**src/rtl/pc_redirect_ctrl.sv**
```systemverilog
// PC redirect sequencer: arbitrates EX branches against decode J/JAL and JR,
// holds a JR until its rs operand arrives, and counts redirect cycles.
module pc_redirect_ctrl #(
  parameter int FLUSH_CYCLES = 1,
  parameter int JR_MAX_WAIT  = 3
) (
  input  logic        CLK,
  input  logic        RST,
  input  logic        id_valid,
  input  logic [1:0]  jsel_id,
  input  logic [31:0] j_target,
  input  logic [31:0] jr_target,
  input  logic        jr_rs_ready,
  input  logic        br_taken_ex,
  input  logic [31:0] br_target_ex,
  output logic [1:0]  pc_sel,
  output logic [31:0] redirect_pc,
  output logic        stall_if_id,
  output logic        flush_if_id,
  output logic        flush_id_ex,
  output logic        jr_timeout,
  output logic [15:0] redirect_cnt
);

  localparam logic [2:0] FlushInit = 3'(FLUSH_CYCLES - 1);
  localparam logic [3:0] MaxWait   = 4'(JR_MAX_WAIT);
  localparam bit         UseFlush  = (FLUSH_CYCLES > 1);

  typedef enum logic [1:0] {
    IDLE    = 2'd0,
    JR_WAIT = 2'd1,
    FLUSH   = 2'd2
  } state_e;

  state_e      state_q, state_d;
  logic [2:0]  flush_cnt_q, flush_cnt_d;
  logic [3:0]  wait_cnt_q, wait_cnt_d;
  logic        jr_timeout_q, jr_timeout_d;
  logic [15:0] redirect_cnt_q, redirect_cnt_d;

  logic       isJ;
  logic       isJr;
  logic [3:0] waitInc;

  assign isJ     = id_valid && (jsel_id == 2'd1);
  assign isJr    = id_valid && (jsel_id == 2'd2);
  assign waitInc = (wait_cnt_q == 4'hF) ? 4'hF : wait_cnt_q + 4'd1;

  // A taken EX branch is older than anything in decode, so it wins in every
  // state except FLUSH, where EX holds a bubble or wrong-path instruction.
  always_comb begin
    state_d      = state_q;
    flush_cnt_d  = flush_cnt_q;
    wait_cnt_d   = wait_cnt_q;
    jr_timeout_d = jr_timeout_q;
    pc_sel       = 2'd0;
    redirect_pc  = 32'd0;
    stall_if_id  = 1'b0;
    flush_if_id  = 1'b0;
    flush_id_ex  = 1'b0;

    if (!RST) begin
      if (state_q == FLUSH) begin
        flush_if_id = 1'b1;
        flush_id_ex = 1'b1;
        flush_cnt_d = flush_cnt_q - 3'd1;
        if (flush_cnt_q <= 3'd1) begin
          state_d     = IDLE;
          flush_cnt_d = 3'd0;
        end
      end else if (br_taken_ex) begin
        pc_sel      = 2'd3;
        redirect_pc = br_target_ex;
        flush_if_id = 1'b1;
        flush_id_ex = 1'b1;
        wait_cnt_d  = 4'd0;
        if (UseFlush) begin
          state_d     = FLUSH;
          flush_cnt_d = FlushInit;
        end else begin
          state_d = IDLE;
        end
      end else if (state_q == JR_WAIT) begin
        if (jr_rs_ready) begin
          pc_sel      = 2'd2;
          redirect_pc = jr_target;
          flush_if_id = 1'b1;
          state_d     = IDLE;
          wait_cnt_d  = 4'd0;
        end else begin
          stall_if_id = 1'b1;
          flush_id_ex = 1'b1;
          wait_cnt_d  = waitInc;
          if (waitInc >= MaxWait) jr_timeout_d = 1'b1;
        end
      end else if (isJ) begin
        pc_sel      = 2'd1;
        redirect_pc = j_target;
        flush_if_id = 1'b1;
      end else if (isJr) begin
        if (jr_rs_ready) begin
          pc_sel      = 2'd2;
          redirect_pc = jr_target;
          flush_if_id = 1'b1;
        end else begin
          // The decode cycle that discovers the hazard is the first wait cycle.
          stall_if_id = 1'b1;
          flush_id_ex = 1'b1;
          state_d     = JR_WAIT;
          wait_cnt_d  = 4'd1;
          if (MaxWait <= 4'd1) jr_timeout_d = 1'b1;
        end
      end
    end
  end

  always_comb begin
    redirect_cnt_d = redirect_cnt_q;
    if ((pc_sel != 2'd0) && (redirect_cnt_q != 16'hFFFF)) begin
      redirect_cnt_d = redirect_cnt_q + 16'd1;
    end
  end

  always_ff @(posedge CLK) begin
    if (RST) begin
      state_q        <= IDLE;
      flush_cnt_q    <= 3'd0;
      wait_cnt_q     <= 4'd0;
      jr_timeout_q   <= 1'b0;
      redirect_cnt_q <= 16'd0;
    end else begin
      state_q        <= state_d;
      flush_cnt_q    <= flush_cnt_d;
      wait_cnt_q     <= wait_cnt_d;
      jr_timeout_q   <= jr_timeout_d;
      redirect_cnt_q <= redirect_cnt_d;
    end
  end

  assign jr_timeout   = jr_timeout_q;
  assign redirect_cnt = redirect_cnt_q;

endmodule
```
**config.mk**
```make
export PLATFORM = sky130hd
export DESIGN_NAME = pc_redirect_ctrl
export DESIGN_NICKNAME = d
export VERILOG_FILES = /design/src/rtl/pc_redirect_ctrl.sv
export SDC_FILE = /design/constraint.sdc
export NUM_CORES = 1
export LEC_CHECK = 0
export CORE_MARGIN = 5
export CORE_UTILIZATION = 36
export DETAILED_ROUTE_END_ITERATION = 12
export GPL_ROUTABILITY_DRIVEN = 0
export HOLD_SLACK_MARGIN = 0.08
export PLACE_DENSITY = 0.83
export SYNTH_ARGS = -nofsm -noshare
export SYNTH_HDL_FRONTEND = slang
export SYNTH_SLANG_ARGS = --single-unit
export TNS_END_PERCENT = 100
```
**constraint.sdc**
```tcl
create_clock -name CLK -period 2.1 [get_ports CLK]
set_clock_uncertainty 0.1 [all_clocks]
set_input_delay 0.21 -clock CLK [delete_from_list [all_inputs] [get_ports CLK]]
set_output_delay 0.21 -clock CLK [all_outputs]
set_load 0.03 [all_outputs]
```
==> impl_metrics.csv, run 1 <==
group,metric,value,unit
floorplan,fp.coreArea,5960,µm²
timing,fin_ws,-0.0678,ns
yosys,synth_xor_area_share,0.395,%
finish,final_area,4460,µm²
placement,dp_cells,550,
global_route,grt_pass1_vias,3181,
power,p_leak,0.00167,µW
finish,drive_gt1_share,30.0,%
status,violations,"setup timing",
finish,syn2layout_area_growth,101,%
yosys,synth_fp_nets,427,
placement,dp_hpwl,7000,µm
yosys,synth-simple-area-share,37.0,%
clock_tree,clockBufferDepth,2,
placement,placed_cell_area,3980,µm²
clock_tree,holdBufCountCts,0,
yosys,synthMuxAreaShare,2.54,%
worst_hold_path,min_path_type,"input pin to flop",
routing,dr.pass1.iters,4,
timing,slew_viol_final,0,
job,max-cap-violations,0,
floorplan,dieArea,7830,µm²
yosys,synth_edf_count,0,
global_route,grt_max_degree,55,
critical_path,slowest_stage,"and4bb_4",
finish,fin_cells,565,
yosys,yosys_warnings,0,
global_route,grt_pass1_wl,15600,µm
critical_path,worstPathMaxFanout,4,
yosys,ys_types,51,
floorplan,die_w,88.5,µm
clock_tree,cts_inserted_buffers,3,
critical_path,critPathKind,"flop to output pin",
timing,worstMarginPinSlew,0.737,ns
timing,min_period,2.17,ns
finish,layout_common_cells,"clkdlybuf4s50_1 (113), nand2_1 (44), buf_4 (36)",
yosys,synthesis.area,2220,µm²
clock_tree,cts_tree,"done",
finish,final_common_cell,"clkdlybuf4s50_1",
yosys,synth_adder_area_share,1.13,%
global_route,grt_overflow,0,
floorplan,die_h,88.5,µm
clock_tree,clock_latency,0.26,ns
critical_path,crit_arrival,1.86,ns
clock_tree,path_clk_slew,0.07,ns
routing,routed_wl,10400,µm
power,power.total,1370,µW
floorplan,start_util,37.2,%
finish,final_nets,597,
power,power_density,308,nW/µm²
yosys,yosysSeqAreaShare,19.9,%
yosys,synthCells,322,
timing,period_share,103,%
finish,fin_util,75.0,%
yosys,synth-seq-cells,22,
routing,num_vias,3298,
global_route,antenna_found_initial,0,
finish,diodes,0,
critical_path,cp-start-kind,"flop",
routing,vias_per_cell,5.84,
clock_tree,h-tree-depth,1,
yosys,synth_compound_gate_area_share,31.6,%
power,irDropWorstVdd,276,µV
critical_path,cp_slowest_stage_delay,0.40,ns
timing,finalSetupViolCount,22,
routing,drc,0,
timing,hold_violations,0,
clock_tree,cts.sinks,22,
clock_tree,root_buffer,"clkbuf_8",
timing,max_freq,0.461,GHz
placement,io_buffers,156,
routing,ant_nets,0,
routing,wl_per_cell,18.4,µm
timing,slew_headroom,50.8,%
status,outcome,"finished, violations left",
critical_path,critPathCaptureType,"output pin",
critical_path,crit_chain,"and4bb_4 -> buf_12 -> buf_16 -> nand2_4 -> a211o_1 -> a21oi_2 -> buf_6",
floorplan,ios,157,
yosys,synth.avg_cell_area,6.89,µm²
timing,rsz0062_at_grt,"true",
yosys,synth_top_family_by_area,"simple AND/OR/NAND/NOR gates",
routing,drt_iter0_markers,133,
yosys,yosys_most_used_dff,"dfxtp_1",
global_route,grt_usage,24.8,%
floorplan,core.rowCount,28,
yosys,ys_async_sr_fraction,0,%
critical_path,required,1.79,ns
what timing repair did:
action / in CTS / in global routing
gates cloned: 6 / 0
endpoints found under the setup margin: 33 / 35
gates resized for setup: 69 / 18
buffers inserted: 10 / 1
pin swaps: 46 / 32
layout make-up:
cell class,count,area [µm²]
tap,75,93.8
multi-input combinational,264,1890
fill,434,1490
timing repair buffer,195,1970
sequential,22,442
inverter,6,22.5
clock buffer,3,41.3
state kept, by name (all words and copies together), names as in the netlist:
| name | count |
|---|---|
| state_q | 1 |
| wait_cnt_q | 4 |
| redirect_cnt | 16 |
| jr_timeout | 1 |
layer usage:
layer  share of wire (%)  vias to the layer above  wire [µm]  global-route usage, %
met4                 2.8                        0        293                   7.69
met2                  49                      152       5130                   44.2
li1                    -                     1560          -                      -
met3                 8.4                       22        870                   4.56
met1                  39                     1564       4090                   29.9
met5                   0                        -          0                      0
worst paths after layout:
| kind | startpoint | to | slack (ns) | depth (start not counted) |
|---|---|---|---|---|
| setup / recovery | state_q[0] | redirect_pc[8] | -0.07 | 7 |
| hold / removal | RST | redirect_cnt[4] | 0.37 | 5 |
| setup reg to reg | state_q[0] | redirect_cnt[10] | 0.07 | 9 |
| hold reg to reg | wait_cnt_q[1] | wait_cnt_q[1] | 0.38 | 2 |
synth_stat cells (3+ instances only):
library cell	instances	area [µm²]
a221oi_1	8	70.1
o41ai_1	5	43.8
dfxtp_1	22	440
a211o_1	24	210
nand4_1	7	43.8
nor4_2	3	37.5
nor2_1	16	60.1
mux2_4	3	45.0
nor3_1	14	70.1
o311ai_0	4	35.0
inv_1	5	18.8
a21oi_1	36	180
nor2b_1	4	25.0
nor4_1	5	31.3
nand3_1	33	165
and3_1	5	31.3
nand3b_1	3	22.5
nand2_1	58	218
buf_2	4	20.0
clkbuf_1	21	78.8
critical path: cells and delay by family, from the launching register on:
kind	cells	cell delay (ns)
and+or+nand+nor	2	0.44
AOI/OAI and AO/OA	2	0.43
buffers and inverters	3	0.39
DFF	1	0.33
through the flow:
step | setup WS (ns) | TNS [ns] | hold WS [ns]
2_1_floorplan | 0.0190 | 0 | 0.344
6_report | -0.0678 | -0.637 | 0.370
3_3_place_gp | -0.185 | -4.31 | 0.356
3_5_place_dp | -0.253 | -6.33 | 0.374
4_1_cts | -0.0595 | -0.909 | 0.357
5_1_grt | -0.129 | -2.63 | 0.368
logic make-up (layout without fill, tap and decap cells):
| kind of cell | after synthesis | count (layout) |
|---|---|---|
| xor+xnor | 1 | 1 |
| simple gates | 162 | 162 |
| mux | 4 | 4 |
| fa+ha+maj | 2 | 2 |
| compound gates | 95 | 95 |
| flops | 22 | 22 |
| buf+inv | 36 | 204 |
report_power, final:
| part | switching, µW | internal (µW) |
|---|---|---|
| registers | 3.77 | 421 |
| clock network | 126 | 128 |
| logic | 333 | 362 |
| total | 463 | 911 |
No activity file was read; power rests on OpenSTA's default activity.
==> run 2: changes to the inputs <==
Settings changed: CAP_MARGIN set to 10.
==> results of run 2 <==
No change in the layout: final DEF, timing and power equal those of run 1.
==> run 3: changes to the inputs <==
Settings changed: SETUP_SLACK_MARGIN set to 0.4.
==> run 3 against run 2 <==
Critical path type is now flop to flop. Worst hold slack improved by 0.0085 ns. Sequential power up 0.9%. Fmax rose by 2.9%. Global-route usage grew 1.0 points. Non-clock buffer count up 4. Flip-flop and latch count did not move. Routed wire length is 13% higher. Design area up 10%. The flow still finishes with violations (setup timing). Total power grew 17%.
==> impl_metrics.csv, run 3 (synthesis gave the netlist of run 1 again) <==
group,metric,value,unit
finish,drive_gt1_share,37.7,%
power,switchingPower,538,µW
routing,num_vias,3434,
floorplan,dieArea,7830,µm²
clock_tree,root_buffer,"clkbuf_8",
job,max-cap-violations,0,
critical_path,crit_buf_inv,4,
finish,regArea,467,µm²
placement,io_buffers,156,
timing,slew_viol_final,0,
critical_path,critPathCaptureType,"flop",
power,power_density,326,nW/µm²
routing,ant_nets,0,
finish,final_common_cell,"clkdlybuf4s50_1",
finish,fin_util,82.7,%
finish,final_area,4920,µm²
finish,fin_cells,571,
power,clkPwrFrac,25.5,%
routing,wl_per_cell,20.5,µm
floorplan,die_w,88.5,µm
clock_tree,clockBufferDepth,2,
critical_path,cp-start-kind,"flop",
status,outcome,"finished, violations left",
placement,dp_hpwl,7880,µm
finish,multi_input_comb_area,2260,µm²
timing,max_freq,0.474,GHz
critical_path,cp_slowest_stage_delay,0.50,ns
power,irDropWorstVdd,442,µV
critical_path,cp_top_family,"simple AND/OR/NAND/NOR gates",
routing,drc,0,
timing,min_period,2.11,ns
critical_path,crit_chain,"and4bb_4 -> buf_6 -> o41ai_4 -> buf_4 -> buf_12 -> buf_12 -> or4_4 -> nand2_1",
status,violations,"setup timing",
critical_path,crit_arrival,2.23,ns
clock_tree,cts.sinks,22,
power,pwr-share-comb,47.8,%
clock_tree,clock_latency,0.27,ns
critical_path,worstPathMaxFanout,9,
floorplan,ios,157,
clock_tree,holdBufCountCts,0,
finish,layout_common_cells,"clkdlybuf4s50_1 (104), nand2_1 (54), buf_4 (42)",
timing,hold_violations,0,
critical_path,crit_path_frequent_cell,"buf_12",
critical_path,required,2.22,ns
power,seqPwrFrac,26.7,%
clock_tree,h-tree-depth,1,
global_route,grt_overflow,0,
critical_path,critPathKind,"flop to flop",
timing,worstMarginPinSlew,0.489,ns
floorplan,die_h,88.5,µm
timing,period_share,100,%
clock_tree,cts_inserted_buffers,3,
finish,final_nets,602,
finish,fill_cells,340,
critical_path,slowest_stage,"or4_4",
floorplan,core.rowCount,28,
routing,routed_wl,11700,µm
power,switching_share,33.5,%
power,p_int,1070,µW
timing,rsz0062_at_grt,"true",
clock_tree,path_clk_slew,0.09,ns
finish,syn2layout_area_growth,122,%
timing,finalSetupViolCount,1,
global_route,grt_usage,25.8,%
global_route,grt_pass1_wl,16300,µm
finish,diodes,0,
global_route,grt_pass1_vias,3313,
placement,dp_cells,553,
routing,drt_iter0_markers,266,
timing,fin_ws,-0.00765,ns
global_route,grt_max_degree,55,
global_route,antenna_found_initial,0,
clock_tree,cts_tree,"done",
floorplan,fp.coreArea,5960,µm²
finish,largest_reg_flops,16,
worst_hold_path,min_path_type,"input pin to flop",
placement,placed_cell_area,4340,µm²
routing,dr.pass1.iters,6,
routing,vias_per_cell,6.01,
timing,slew_headroom,67.1,%
floorplan,start_util,37.2,%
power,p_leak,0.00185,µW
run 3: cell count changes in the layout (fill, tap and decap cells not counted), moves of 6 or more:
| cell | change |
|---|---|
| nand2_1 | +10 |
| a21oi_2 | -20 |
| a21oi_4 | +22 |
| dlymetal6s2s_1 | +6 |
| dfxtp_2 | +11 |
| nand2_4 | -6 |
| nor3_1 | -7 |
| dfxtp_1 | -14 |
| clkdlybuf4s50_1 | -9 |
| nor3_2 | +7 |
| buf_4 | +6 |
run 3: worst paths after layout:
check	start	to	cells past startpoint	slack, ns
setup reg to reg	state_q[0]	redirect_cnt[4]	8	-0.008
hold / removal	RST	redirect_cnt[7]	3	0.38
hold reg to reg	wait_cnt_q[1]	wait_cnt_q[1]	2	0.38
setup / recovery	state_q[0]	redirect_cnt[4]	8	-0.008
run 3: per-stage QoR:
stage          hold WS, ns  worst slack [ns]  TNS [ns]  power, µW
5_1_grt              0.398           -0.0518    -0.412       1660
6_report             0.379          -0.00765  -0.00765       1610
4_1_cts              0.360           0.00896         0       1550
3_5_place_dp         0.374            -0.258     -8.95       1110
2_1_floorplan        0.344             0.343         0        764
3_3_place_gp         0.357            -0.205     -7.17       1100
run 3: final cells by class:
type	instances	share of cell area (%)
Clock inverter	1	0.610
Clock buffer	3	0.839
Timing Repair Buffer	199	40.5
Multi-Input combinational cell	264	45.9
Sequential cell	22	9.48
Tap cell	75	1.91
Timing Repair inverter	1	0.152
Inverter	6	0.635
run 3: power groups by stage:
stage          clock network, µW  registers, µW  logic (µW)
3_3_place_gp                   0            438         659
6_report                     410            429         767
3_5_place_dp                   0            439         669
4_1_cts                      410            429         715
2_1_floorplan                  0            443         321
5_1_grt                      425            430         803
run 3: metal layers:
metal | part of all wire, % | global-route usage (%) | vias up
met1 | 38 | 31.6 | 1650
met4 | 3.7 | 8.93 | 0
met3 | 7.6 | 2.98 | 37
met5 | 0 | 0 | -
li1 | - | - | 1566
met2 | 51 | 46.5 | 181
run 3: timing repair:
action,CTS,global route
endpoints found under the hold margin,0,0
resized for setup,62,45
cloned,0,1
setup endpoints to repair,56,61
pin swaps,11,14
buffers inserted,5,8
run 3: worst min-delay path: stages:
cell     delay, ns
buf_4         0.12
buf_12        0.22
a21oi_2       0.16
